===== src/rtl/rob_flush_queue_pkg.sv =====
// rob_flush_queue_pkg: shared defaults and instruction class codes for the reorder buffer
package rob_flush_queue_pkg;
    localparam int ROB_DEPTH = 16;
    localparam int ROB_IDW = 4;
    localparam int ROB_NCDB = 2;
    localparam int REGW_D = 5;
    typedef enum logic [2:0] {
        INST_OTHER = 3'd0,
        INST_ST    = 3'd1,
        INST_BR    = 3'd2
    } inst_t;
endpackage


===== src/rtl/rob_flush_queue_if.sv =====
// rob_flush_queue_if: bundle between ID/CDB/LSB producers (master) and the reorder buffer (slave)
//   master drives: rdy, alloc_*, cdb_*, st_rdy_*
//   slave drives : alloc_ready, alloc_id, cmt_*, cmt_st_*, flush_*, occupancy
interface rob_flush_queue_if import rob_flush_queue_pkg::*; #(
    parameter int IDW  = ROB_IDW,
    parameter int NCDB = ROB_NCDB,
    parameter int REGW = REGW_D
);
    logic                 rdy;
    logic                 alloc_flag;
    logic [2:0]           alloc_type;
    logic [REGW-1:0]      alloc_des;
    logic [31:0]          alloc_prd_pc;
    logic                 alloc_ready;
    logic [IDW-1:0]       alloc_id;
    logic [NCDB-1:0]      cdb_flag;
    logic [NCDB*IDW-1:0]  cdb_rob_id;
    logic [NCDB*32-1:0]   cdb_val;
    logic [NCDB*32-1:0]   cdb_rel_pc;
    logic                 st_rdy_flag;
    logic [IDW-1:0]       st_rdy_rob_id;
    logic                 cmt_flag;
    logic [REGW-1:0]      cmt_des;
    logic [31:0]          cmt_val;
    logic                 cmt_st_flag;
    logic [IDW-1:0]       cmt_st_rob_id;
    logic                 flush_flag;
    logic [31:0]          flush_pc;
    logic [IDW:0]         occupancy;
    modport master (
        output rdy, alloc_flag, alloc_type, alloc_des, alloc_prd_pc,
               cdb_flag, cdb_rob_id, cdb_val, cdb_rel_pc, st_rdy_flag, st_rdy_rob_id,
        input  alloc_ready, alloc_id, cmt_flag, cmt_des, cmt_val,
               cmt_st_flag, cmt_st_rob_id, flush_flag, flush_pc, occupancy
    );
    modport slave (
        input  rdy, alloc_flag, alloc_type, alloc_des, alloc_prd_pc,
               cdb_flag, cdb_rob_id, cdb_val, cdb_rel_pc, st_rdy_flag, st_rdy_rob_id,
        output alloc_ready, alloc_id, cmt_flag, cmt_des, cmt_val,
               cmt_st_flag, cmt_st_rob_id, flush_flag, flush_pc, occupancy
    );
endinterface


===== src/rtl/rob_flush_queue_cdb_select.sv =====
// rob_flush_queue_cdb_select: matches one entry id against all CDB lanes, highest lane wins
//   i_id, i_cdb_* : entry id and broadcast lanes
//   o_hit, o_val, o_rel_pc : any lane hit and the winning lane's payload
//   o_rel_pc/i_cdb_rel_pc exist only with ROB_FLUSH_EN
module rob_flush_queue_cdb_select import rob_flush_queue_pkg::*; #(
    parameter int IDW  = ROB_IDW,
    parameter int NCDB = ROB_NCDB
) (
    input  logic [IDW-1:0]      i_id,
    input  logic [NCDB-1:0]     i_cdb_flag,
    input  logic [NCDB*IDW-1:0] i_cdb_rob_id,
    input  logic [NCDB*32-1:0]  i_cdb_val,
`ifdef ROB_FLUSH_EN
    input  logic [NCDB*32-1:0]  i_cdb_rel_pc,
    output logic [31:0]         o_rel_pc,
`endif
    output logic                o_hit,
    output logic [31:0]         o_val
);
    always_comb begin
        o_hit = 1'b0;
        o_val = '0;
`ifdef ROB_FLUSH_EN
        o_rel_pc = '0;
`endif
        for (int k = 0; k < NCDB; k++)
            if (i_cdb_flag[k] && i_cdb_rob_id[k*IDW +: IDW] == i_id) begin
                o_hit = 1'b1;
                o_val = i_cdb_val[k*32 +: 32];
`ifdef ROB_FLUSH_EN
                o_rel_pc = i_cdb_rel_pc[k*32 +: 32];
`endif
            end
    end
endmodule


===== src/rtl/rob_flush_queue.sv =====
// rob_flush_queue: reorder buffer, in-order alloc, out-of-order completion, in-order commit
//   clk, rst : clock, asynchronous active-high reset
//   bus      : rob_flush_queue_if.slave (alloc, CDB/store completion, commit, flush, occupancy)
//   ROB_FLUSH_EN : enables branch-mispredict flush at commit
module rob_flush_queue import rob_flush_queue_pkg::*; #(
    parameter int DEPTH = ROB_DEPTH,
    parameter int IDW   = ROB_IDW,
    parameter int NCDB  = ROB_NCDB,
    parameter int REGW  = REGW_D
) (
    input logic              clk,
    input logic              rst,
    rob_flush_queue_if.slave bus
);
    logic [IDW:0]      r_head, r_tail, r_occ;
    logic [DEPTH-1:0]  r_busy, r_ready;
    logic [2:0]        r_type [DEPTH];
    logic [REGW-1:0]   r_des [DEPTH];
    logic [31:0]       r_val [DEPTH];
    logic              r_cmt_flag, r_cmt_st_flag;
    logic [REGW-1:0]   r_cmt_des;
    logic [31:0]       r_cmt_val;
    logic [IDW-1:0]    r_cmt_st_rob_id;
    logic [DEPTH-1:0]  w_hit;
    logic [31:0]       w_cval [DEPTH];
    logic [IDW-1:0]    w_hidx, w_tidx;
    logic              w_empty, w_full, w_commit, w_alloc, w_is_st, w_flush;
    assign w_hidx   = r_head[IDW-1:0];
    assign w_tidx   = r_tail[IDW-1:0];
    assign w_empty  = r_head == r_tail;
    assign w_full   = w_hidx == w_tidx && r_head[IDW] != r_tail[IDW];
    assign w_commit = !w_empty && r_ready[w_hidx] && bus.rdy;
    assign w_alloc  = bus.alloc_flag && bus.alloc_ready && bus.rdy;
    assign w_is_st  = r_type[w_hidx] == INST_ST;
    assign bus.alloc_ready   = !w_full || w_commit;
    assign bus.alloc_id      = w_tidx;
    assign bus.occupancy     = r_occ;
    assign bus.cmt_flag      = r_cmt_flag;
    assign bus.cmt_des       = r_cmt_des;
    assign bus.cmt_val       = r_cmt_val;
    assign bus.cmt_st_flag   = r_cmt_st_flag;
    assign bus.cmt_st_rob_id = r_cmt_st_rob_id;
`ifdef ROB_FLUSH_EN
    logic [31:0] r_prd_pc [DEPTH];
    logic [31:0] r_rel_pc [DEPTH];
    logic [31:0] w_crel [DEPTH];
    logic        r_flush_flag;
    logic [31:0] r_flush_pc;
    assign w_flush = w_commit && r_type[w_hidx] == INST_BR && r_rel_pc[w_hidx] != r_prd_pc[w_hidx];
    assign bus.flush_flag = r_flush_flag;
    assign bus.flush_pc   = r_flush_pc;
`else
    logic w_unused;
    assign w_unused = ^{bus.alloc_prd_pc, bus.cdb_rel_pc};
    assign w_flush = 1'b0;
    assign bus.flush_flag = 1'b0;
    assign bus.flush_pc   = '0;
`endif
    for (genvar e = 0; e < DEPTH; e++) begin : g_sel
        rob_flush_queue_cdb_select #(.IDW(IDW), .NCDB(NCDB)) u_sel (
            .i_id         (IDW'(e)),
            .i_cdb_flag   (bus.cdb_flag),
            .i_cdb_rob_id (bus.cdb_rob_id),
            .i_cdb_val    (bus.cdb_val),
`ifdef ROB_FLUSH_EN
            .i_cdb_rel_pc (bus.cdb_rel_pc),
            .o_rel_pc     (w_crel[e]),
`endif
            .o_hit        (w_hit[e]),
            .o_val        (w_cval[e])
        );
    end
    // Ordering below: completions, then commit frees head, then alloc, so a
    // full-with-commit alloc reclaims the head slot and beats any completion to it.
    always_ff @(posedge clk or posedge rst)
        if (rst) begin
            r_head <= '0;
            r_tail <= '0;
            r_occ <= '0;
            r_busy <= '0;
            r_ready <= '0;
            r_cmt_flag <= 1'b0;
            r_cmt_st_flag <= 1'b0;
            r_cmt_des <= '0;
            r_cmt_val <= '0;
            r_cmt_st_rob_id <= '0;
`ifdef ROB_FLUSH_EN
            r_flush_flag <= 1'b0;
            r_flush_pc <= '0;
`endif
            for (int i = 0; i < DEPTH; i++) begin
                r_type[i] <= '0;
                r_des[i] <= '0;
                r_val[i] <= '0;
`ifdef ROB_FLUSH_EN
                r_prd_pc[i] <= '0;
                r_rel_pc[i] <= '0;
`endif
            end
        end else if (bus.rdy) begin
            r_cmt_flag <= w_commit && !w_is_st;
            r_cmt_st_flag <= w_commit && w_is_st;
            if (w_commit && w_is_st) r_cmt_st_rob_id <= w_hidx;
            if (w_commit && !w_is_st) begin
                r_cmt_des <= r_des[w_hidx];
                r_cmt_val <= r_val[w_hidx];
            end
`ifdef ROB_FLUSH_EN
            r_flush_flag <= w_flush;
            if (w_flush) r_flush_pc <= r_rel_pc[w_hidx];
`endif
            if (w_flush) begin
                r_head <= '0;
                r_tail <= '0;
                r_occ <= '0;
                r_busy <= '0;
                r_ready <= '0;
            end else begin
                r_head <= r_head + (IDW+1)'(w_commit);
                r_tail <= r_tail + (IDW+1)'(w_alloc);
                r_occ <= r_occ + (IDW+1)'(w_alloc) - (IDW+1)'(w_commit);
                for (int i = 0; i < DEPTH; i++) begin
                    if (r_busy[i] && w_hit[i]) begin
                        r_val[i] <= w_cval[i];
`ifdef ROB_FLUSH_EN
                        r_rel_pc[i] <= w_crel[i];
`endif
                        r_ready[i] <= 1'b1;
                    end
                    if (r_busy[i] && bus.st_rdy_flag && bus.st_rdy_rob_id == IDW'(i)) r_ready[i] <= 1'b1;
                end
                if (w_commit) begin
                    r_busy[w_hidx] <= 1'b0;
                    r_ready[w_hidx] <= 1'b0;
                end
                if (w_alloc) begin
                    r_busy[w_tidx] <= 1'b1;
                    r_ready[w_tidx] <= 1'b0;
                    r_type[w_tidx] <= bus.alloc_type;
                    r_des[w_tidx] <= bus.alloc_des;
`ifdef ROB_FLUSH_EN
                    r_prd_pc[w_tidx] <= bus.alloc_prd_pc;
`endif
                end
            end
        end
endmodule


===== src/flat_wrapper.sv =====
// flat-port wrapper written by rule: the top's interface ports become plain ports
module rob_flush_queue_flat import rob_flush_queue_pkg::*;
#(
    parameter int DEPTH = ROB_DEPTH,
    parameter int IDW   = ROB_IDW,
    parameter int NCDB  = ROB_NCDB,
    parameter int REGW  = REGW_D
)
  (clk, rst, bus_rdy, bus_alloc_flag, bus_alloc_type, bus_alloc_des, bus_alloc_prd_pc, bus_cdb_flag, bus_cdb_rob_id, bus_cdb_val, bus_cdb_rel_pc, bus_st_rdy_flag, bus_st_rdy_rob_id, bus_alloc_ready, bus_alloc_id, bus_cmt_flag, bus_cmt_des, bus_cmt_val, bus_cmt_st_flag, bus_cmt_st_rob_id, bus_flush_flag, bus_flush_pc, bus_occupancy);
  rob_flush_queue_if #(.IDW(IDW), .NCDB(NCDB), .REGW(REGW)) bus_i ();
  input logic clk;
  input logic rst;
  input wire logic [$bits(bus_i.rdy)-1:0] bus_rdy;
  input wire logic [$bits(bus_i.alloc_flag)-1:0] bus_alloc_flag;
  input wire logic [$bits(bus_i.alloc_type)-1:0] bus_alloc_type;
  input wire logic [$bits(bus_i.alloc_des)-1:0] bus_alloc_des;
  input wire logic [$bits(bus_i.alloc_prd_pc)-1:0] bus_alloc_prd_pc;
  input wire logic [$bits(bus_i.cdb_flag)-1:0] bus_cdb_flag;
  input wire logic [$bits(bus_i.cdb_rob_id)-1:0] bus_cdb_rob_id;
  input wire logic [$bits(bus_i.cdb_val)-1:0] bus_cdb_val;
  input wire logic [$bits(bus_i.cdb_rel_pc)-1:0] bus_cdb_rel_pc;
  input wire logic [$bits(bus_i.st_rdy_flag)-1:0] bus_st_rdy_flag;
  input wire logic [$bits(bus_i.st_rdy_rob_id)-1:0] bus_st_rdy_rob_id;
  output wire logic [$bits(bus_i.alloc_ready)-1:0] bus_alloc_ready;
  output wire logic [$bits(bus_i.alloc_id)-1:0] bus_alloc_id;
  output wire logic [$bits(bus_i.cmt_flag)-1:0] bus_cmt_flag;
  output wire logic [$bits(bus_i.cmt_des)-1:0] bus_cmt_des;
  output wire logic [$bits(bus_i.cmt_val)-1:0] bus_cmt_val;
  output wire logic [$bits(bus_i.cmt_st_flag)-1:0] bus_cmt_st_flag;
  output wire logic [$bits(bus_i.cmt_st_rob_id)-1:0] bus_cmt_st_rob_id;
  output wire logic [$bits(bus_i.flush_flag)-1:0] bus_flush_flag;
  output wire logic [$bits(bus_i.flush_pc)-1:0] bus_flush_pc;
  output wire logic [$bits(bus_i.occupancy)-1:0] bus_occupancy;
  assign bus_i.rdy = bus_rdy;
  assign bus_i.alloc_flag = bus_alloc_flag;
  assign bus_i.alloc_type = bus_alloc_type;
  assign bus_i.alloc_des = bus_alloc_des;
  assign bus_i.alloc_prd_pc = bus_alloc_prd_pc;
  assign bus_i.cdb_flag = bus_cdb_flag;
  assign bus_i.cdb_rob_id = bus_cdb_rob_id;
  assign bus_i.cdb_val = bus_cdb_val;
  assign bus_i.cdb_rel_pc = bus_cdb_rel_pc;
  assign bus_i.st_rdy_flag = bus_st_rdy_flag;
  assign bus_i.st_rdy_rob_id = bus_st_rdy_rob_id;
  assign bus_alloc_ready = bus_i.alloc_ready;
  assign bus_alloc_id = bus_i.alloc_id;
  assign bus_cmt_flag = bus_i.cmt_flag;
  assign bus_cmt_des = bus_i.cmt_des;
  assign bus_cmt_val = bus_i.cmt_val;
  assign bus_cmt_st_flag = bus_i.cmt_st_flag;
  assign bus_cmt_st_rob_id = bus_i.cmt_st_rob_id;
  assign bus_flush_flag = bus_i.flush_flag;
  assign bus_flush_pc = bus_i.flush_pc;
  assign bus_occupancy = bus_i.occupancy;
  rob_flush_queue #(.DEPTH(DEPTH), .IDW(IDW), .NCDB(NCDB), .REGW(REGW)) u_core (.clk(clk), .rst(rst), .bus(bus_i));
endmodule

===== config.mk =====
export PLATFORM = sky130hd
export DESIGN_NAME = rob_flush_queue_flat
export DESIGN_NICKNAME = d
export VERILOG_FILES = /design/src/rtl/rob_flush_queue_pkg.sv /design/src/rtl/rob_flush_queue_if.sv /design/src/rtl/rob_flush_queue_cdb_select.sv /design/src/rtl/rob_flush_queue.sv /design/src/flat_wrapper.sv
export SDC_FILE = /design/constraint.sdc
export NUM_CORES = 2
export LEC_CHECK = 0
export ABC_AREA = 1
export BUFFER_PORTS_ARGS = -buffer_cell sky130_fd_sc_hd__buf_4
export CORE_ASPECT_RATIO = 1.75
export CORE_UTILIZATION = 30
export CTS_BUF_LIST = sky130_fd_sc_hd__clkbuf_4 sky130_fd_sc_hd__clkbuf_8 sky130_fd_sc_hd__clkbuf_16
export CTS_CLUSTER_DIAMETER = 200
export DETAILED_ROUTE_END_ITERATION = 16
export GPL_TIMING_DRIVEN = 0
export PLACE_DENSITY = 0.49
export SKIP_CTS_REPAIR_TIMING = 1
export SYNTH_ARGS = -nofsm -noshare
export SYNTH_HDL_FRONTEND = slang
export SYNTH_SLANG_ARGS = --single-unit

===== constraint.sdc =====
create_clock -name clk -period 64.5 [get_ports clk]
set_input_delay 9.675 -clock clk [delete_from_list [all_inputs] [get_ports clk]]
set_output_delay 9.675 -clock clk [all_outputs]
set_load 0.01 [all_outputs]

==> key figures <==
Status
  • Failing checks: max-capacitance violations, max-slew violations
  • Status: finished with violations

Setup path
  • CP Launch Point: bus_rdy
  • CP Launch Type: primary input
  • Buf/Inv on CP: 4
  • Worst Setup EP: bus_alloc_ready
  • CP cell instances: buf_4 -> nand2_1 -> inv_2 -> nand2_4 -> nand2_4 -> buf_2 -> buf_4
  • Crit path DAT: 10900 ps
  • Crit-path max cell delay: 270 ps
  • FF-to-FF path depth: 20
  • Worst EP required: approximately 55000 ps
  • Endpoint type of the worst setup path: output port
  • Worst R2R Start: u_core.r_head[3]
  • Critical-path top delay cell: buf_2
  • R2R Setup Slk: 60070 ps
  • Crit path max-delay family: buffers and inverters
  • WP depth: 7
  • R2r endpoint: u_core.bus.occupancy[4]
  • CP Class: primary input to output port
  • CP Max Fanout: 10

Drt
  • Wire per inst: 38.6 um
  • Post-Route WL: around 270 mm
  • Remaining DRCs: 0
  • First DRT Iteration DRCs: approximately 5700
  • Via count: 43543
  • Via/cell ratio: 6.16
  • Pre-Repair DR Iteration Count: 9
  • Post-DRT Antenna Nets: 0

Floorplan
  • Die area: between 100000 and 150000 sq um
  • # IOs: roughly 270
  • Die height: 478 um
  • Row cnt: between 150 and 200
  • Die W: 274 um
  • Core Box Area: about 130000 sq um
  • Initial Util: 0.302

Timing
  • Post-route setup slack: 43930 ps
  • Final worst path period need: between 20000 and 25000 ps
  • Hold Violations, Final: 0
  • Setup total negative slack: 0 ps
  • Final setup vio count: 0
  • Final Max Tran Viols: around 140
  • Slew headroom: -0.135
  • Period Utilization, post-route: 0.319
  • RSZ-0062 raised after global routing: no
  • Worst clock skew: between 40 and 50 ps
  • Slew @ Worst Pin: between 1500 and 2000 ps
  • FMAX: about 0.05 GHz

Cells and area
  • Area growth syn-to-layout: 16.4%
  • Commonest non-fill, non-tap cell in the layout: nand2_1
  • Fin nets: 5514
  • Commonest non-fill, non-tap cells in the layout: 1809 x nand2_1, 917 x o21ai_0, 730 x dfrtp_1
  • Layout fillers: roughly 14000
  • Share of cells above drive strength 1: 0.0890

Logic synthesis
  • Post-synthesis xor/xnor area fraction: 0.00181
  • Syn avg cell area: roughly 7.7 sq um
  • Largest family of logic cells by synthesized area: simple AND/OR/NAND/NOR gates
  • Complex-gate fraction of the synthesized area: 0.211
  • Post-synthesis adder-cell area fraction: 0.00342
  • Post-Synthesis Cells: roughly 5100
  • Number of synthesis warnings: 0
  • Synthesized area: between 30000 and 40000 sq um
  • Synth cell types: 36
  • Synthesized flop and latch total: 730
  • Multiplexer area fraction after synthesis: 0
  • Simple logic cell fraction of the synthesized area: 0.242
  • Sequential fraction of the synthesis area: 0.471

GRT
  • First-pass GRT wire length: 362 mm
  • Gr usage total: 0.413
  • Grt ovf: 0
  • Largest net degree at the start of global routing: about 120
  • Number of global-route vias before repair: around 40000
  • Initial antenna violation count: 30

Clocking
  • Clock Sinks: 730
  • CTS Buf Count: 81
  • Root Buffer: clkbuf_16
  • H-Tree Depth: 3
  • CTS Buffer Depth: 3
  • Reg clk slew, reported paths: 70 ps
  • Worst-Skew Late Latency: 760 ps
  • CTS tree: built

Place
  • Pre-CTS WS: between 40000 and 50000 ps
  • Port Buf Inserts: roughly 130
  • Gpl congestion: about 1.1
  • Post-detail-place hpwl: approximately 190 mm

Pwr
  • Pwr Density: around 40 nW/um^2
  • Max IR drop VDD: 0.0000250 V
  • Leakage: between 20 and 25 nW

Min path
  • Hold Path Class: register to register
  • Hold Path Stages: 2

Job
  • Max_cap viols: 17
==> logic make-up after synthesis <==
family,after synthesis
other,1
buffers and inverters,626
adders and majority gates,10
xor gates and xnor gates,8
AOI/OAI and AO/OA,1430
and+or+nand+nor,2258
DFF,730
==> final cells by class <==
type | instances | area, sq um | area share
diodes | 20 | 50.0 | 0.00111
plain buffers | 473 | 2150 | 0.0477
well taps | 1672 | 2090 | 0.0464
flip-flops and latches | 730 | 18300 | 0.405
clock buffers | 114 | 2390 | 0.0530
inverters | 153 | 582 | 0.0129
repair buffers | 139 | 1240 | 0.0275
clock inverters | 32 | 425 | 0.00943
multi-input cells | 3739 | 17900 | 0.397
==> power by group <==
part | total [W] | switching [W] | internal [W]
Combinational | 0.000602 | 0.000444 | 0.000158
Clock | 0.000522 | 0.000230 | 0.000292
Sequential | 0.000671 | 0.0000902 | 0.000580
Total | 0.00180 | 0.000764 | 0.00103
==> stage by stage <==
step,utilization,area (sq um),power (W),cells,hold slack (ps)
after floorplan,-,38900,0.000956,5095,442
after global placement,0.327,42000,0.00124,6895,455
after detailed placement,0.329,42200,0.00125,6904,458
after CTS,0.351,45000,0.00176,7050,473
after global routing,0.352,45100,0.00184,7058,481
final,0.352,45100,0.00180,7072,474
==> synthesized netlist by cell type <==
library cell  count  share of area
nand2_1        1809           0.18
o21ai_0         917           0.12
dfrtp_1         730           0.47
clkbuf_1        325          0.031
a22oi_1         304          0.059
nand4_1         195          0.031
inv_1           122          0.012
nor2_1           97         0.0094
o211ai_1         88          0.017
nand3_1          83          0.011
buf_2            70         0.0090
a21oi_1          49         0.0063
nor3_1           43         0.0055
buf_4            42         0.0081
o21ai_1          35         0.0045
a31oi_1          28         0.0045
buf_1            22         0.0021
inv_2            21         0.0020
nand3_4          15         0.0068
buf_6            12         0.0035
clkinv_1         10        0.00097
ha_1              9         0.0029
nor2_2            9         0.0015
xor2_1            6         0.0014
o31ai_1           4        0.00077
nand2_4           3        0.00087
o2111ai_1         3        0.00068
buf_8             2        0.00077
nand3_2           2        0.00052
xnor2_1           2        0.00045
a41o_1            1        0.00026
conb_1            1       0.000097
fa_1              1        0.00052
nand2_2           1        0.00016
nor2_4            1        0.00029
o22ai_1           1        0.00016
==> sequential cells by signal, indices dropped and copies added, names as in the netlist, 4 cells and up <==
register                  cells
u_core.bus.cmt_val           32
u_core.bus.cmt_st_rob_id      4
u_core.r_tail                 5
u_core.r_des                 80
u_core.bus.occupancy          5
u_core.bus.cmt_des            5
u_core.r_busy                16
u_core.r_val                512
u_core.r_ready               16
u_core.r_head                 5
u_core.r_type                48
==> metal layers <==
layer,share of wire,vias up,global-route usage
met4,0.13,4,0.445
met2,0.44,3318,0.631
li1,-,17675,-
met3,0.10,1255,0.115
met1,0.33,21291,0.437
met5,0.000099,-,0.000752
==> worst min-delay path by stage <==
stage                                 startpoint                endpoint  slack [ps]
after global placement          u_core.r_des[15]        u_core.r_des[15]         450
after floorplan                u_core.r_type[10]       u_core.r_type[10]         440
after CTS                      u_core.r_type[31]       u_core.r_type[31]         470
after detailed placement       u_core.r_type[31]       u_core.r_type[31]         460
after global routing           u_core.r_type[42]       u_core.r_type[42]         480
final                     u_core.bus.cmt_val[13]  u_core.bus.cmt_val[13]         470
==> worst min-delay path: cells and delay by family (launching register included) <==
family	cells	cell delay [ps]
flip-flops	1	340
AND/OR/NAND/NOR	2	90
No activity file was read; power rests on OpenSTA's default activity.
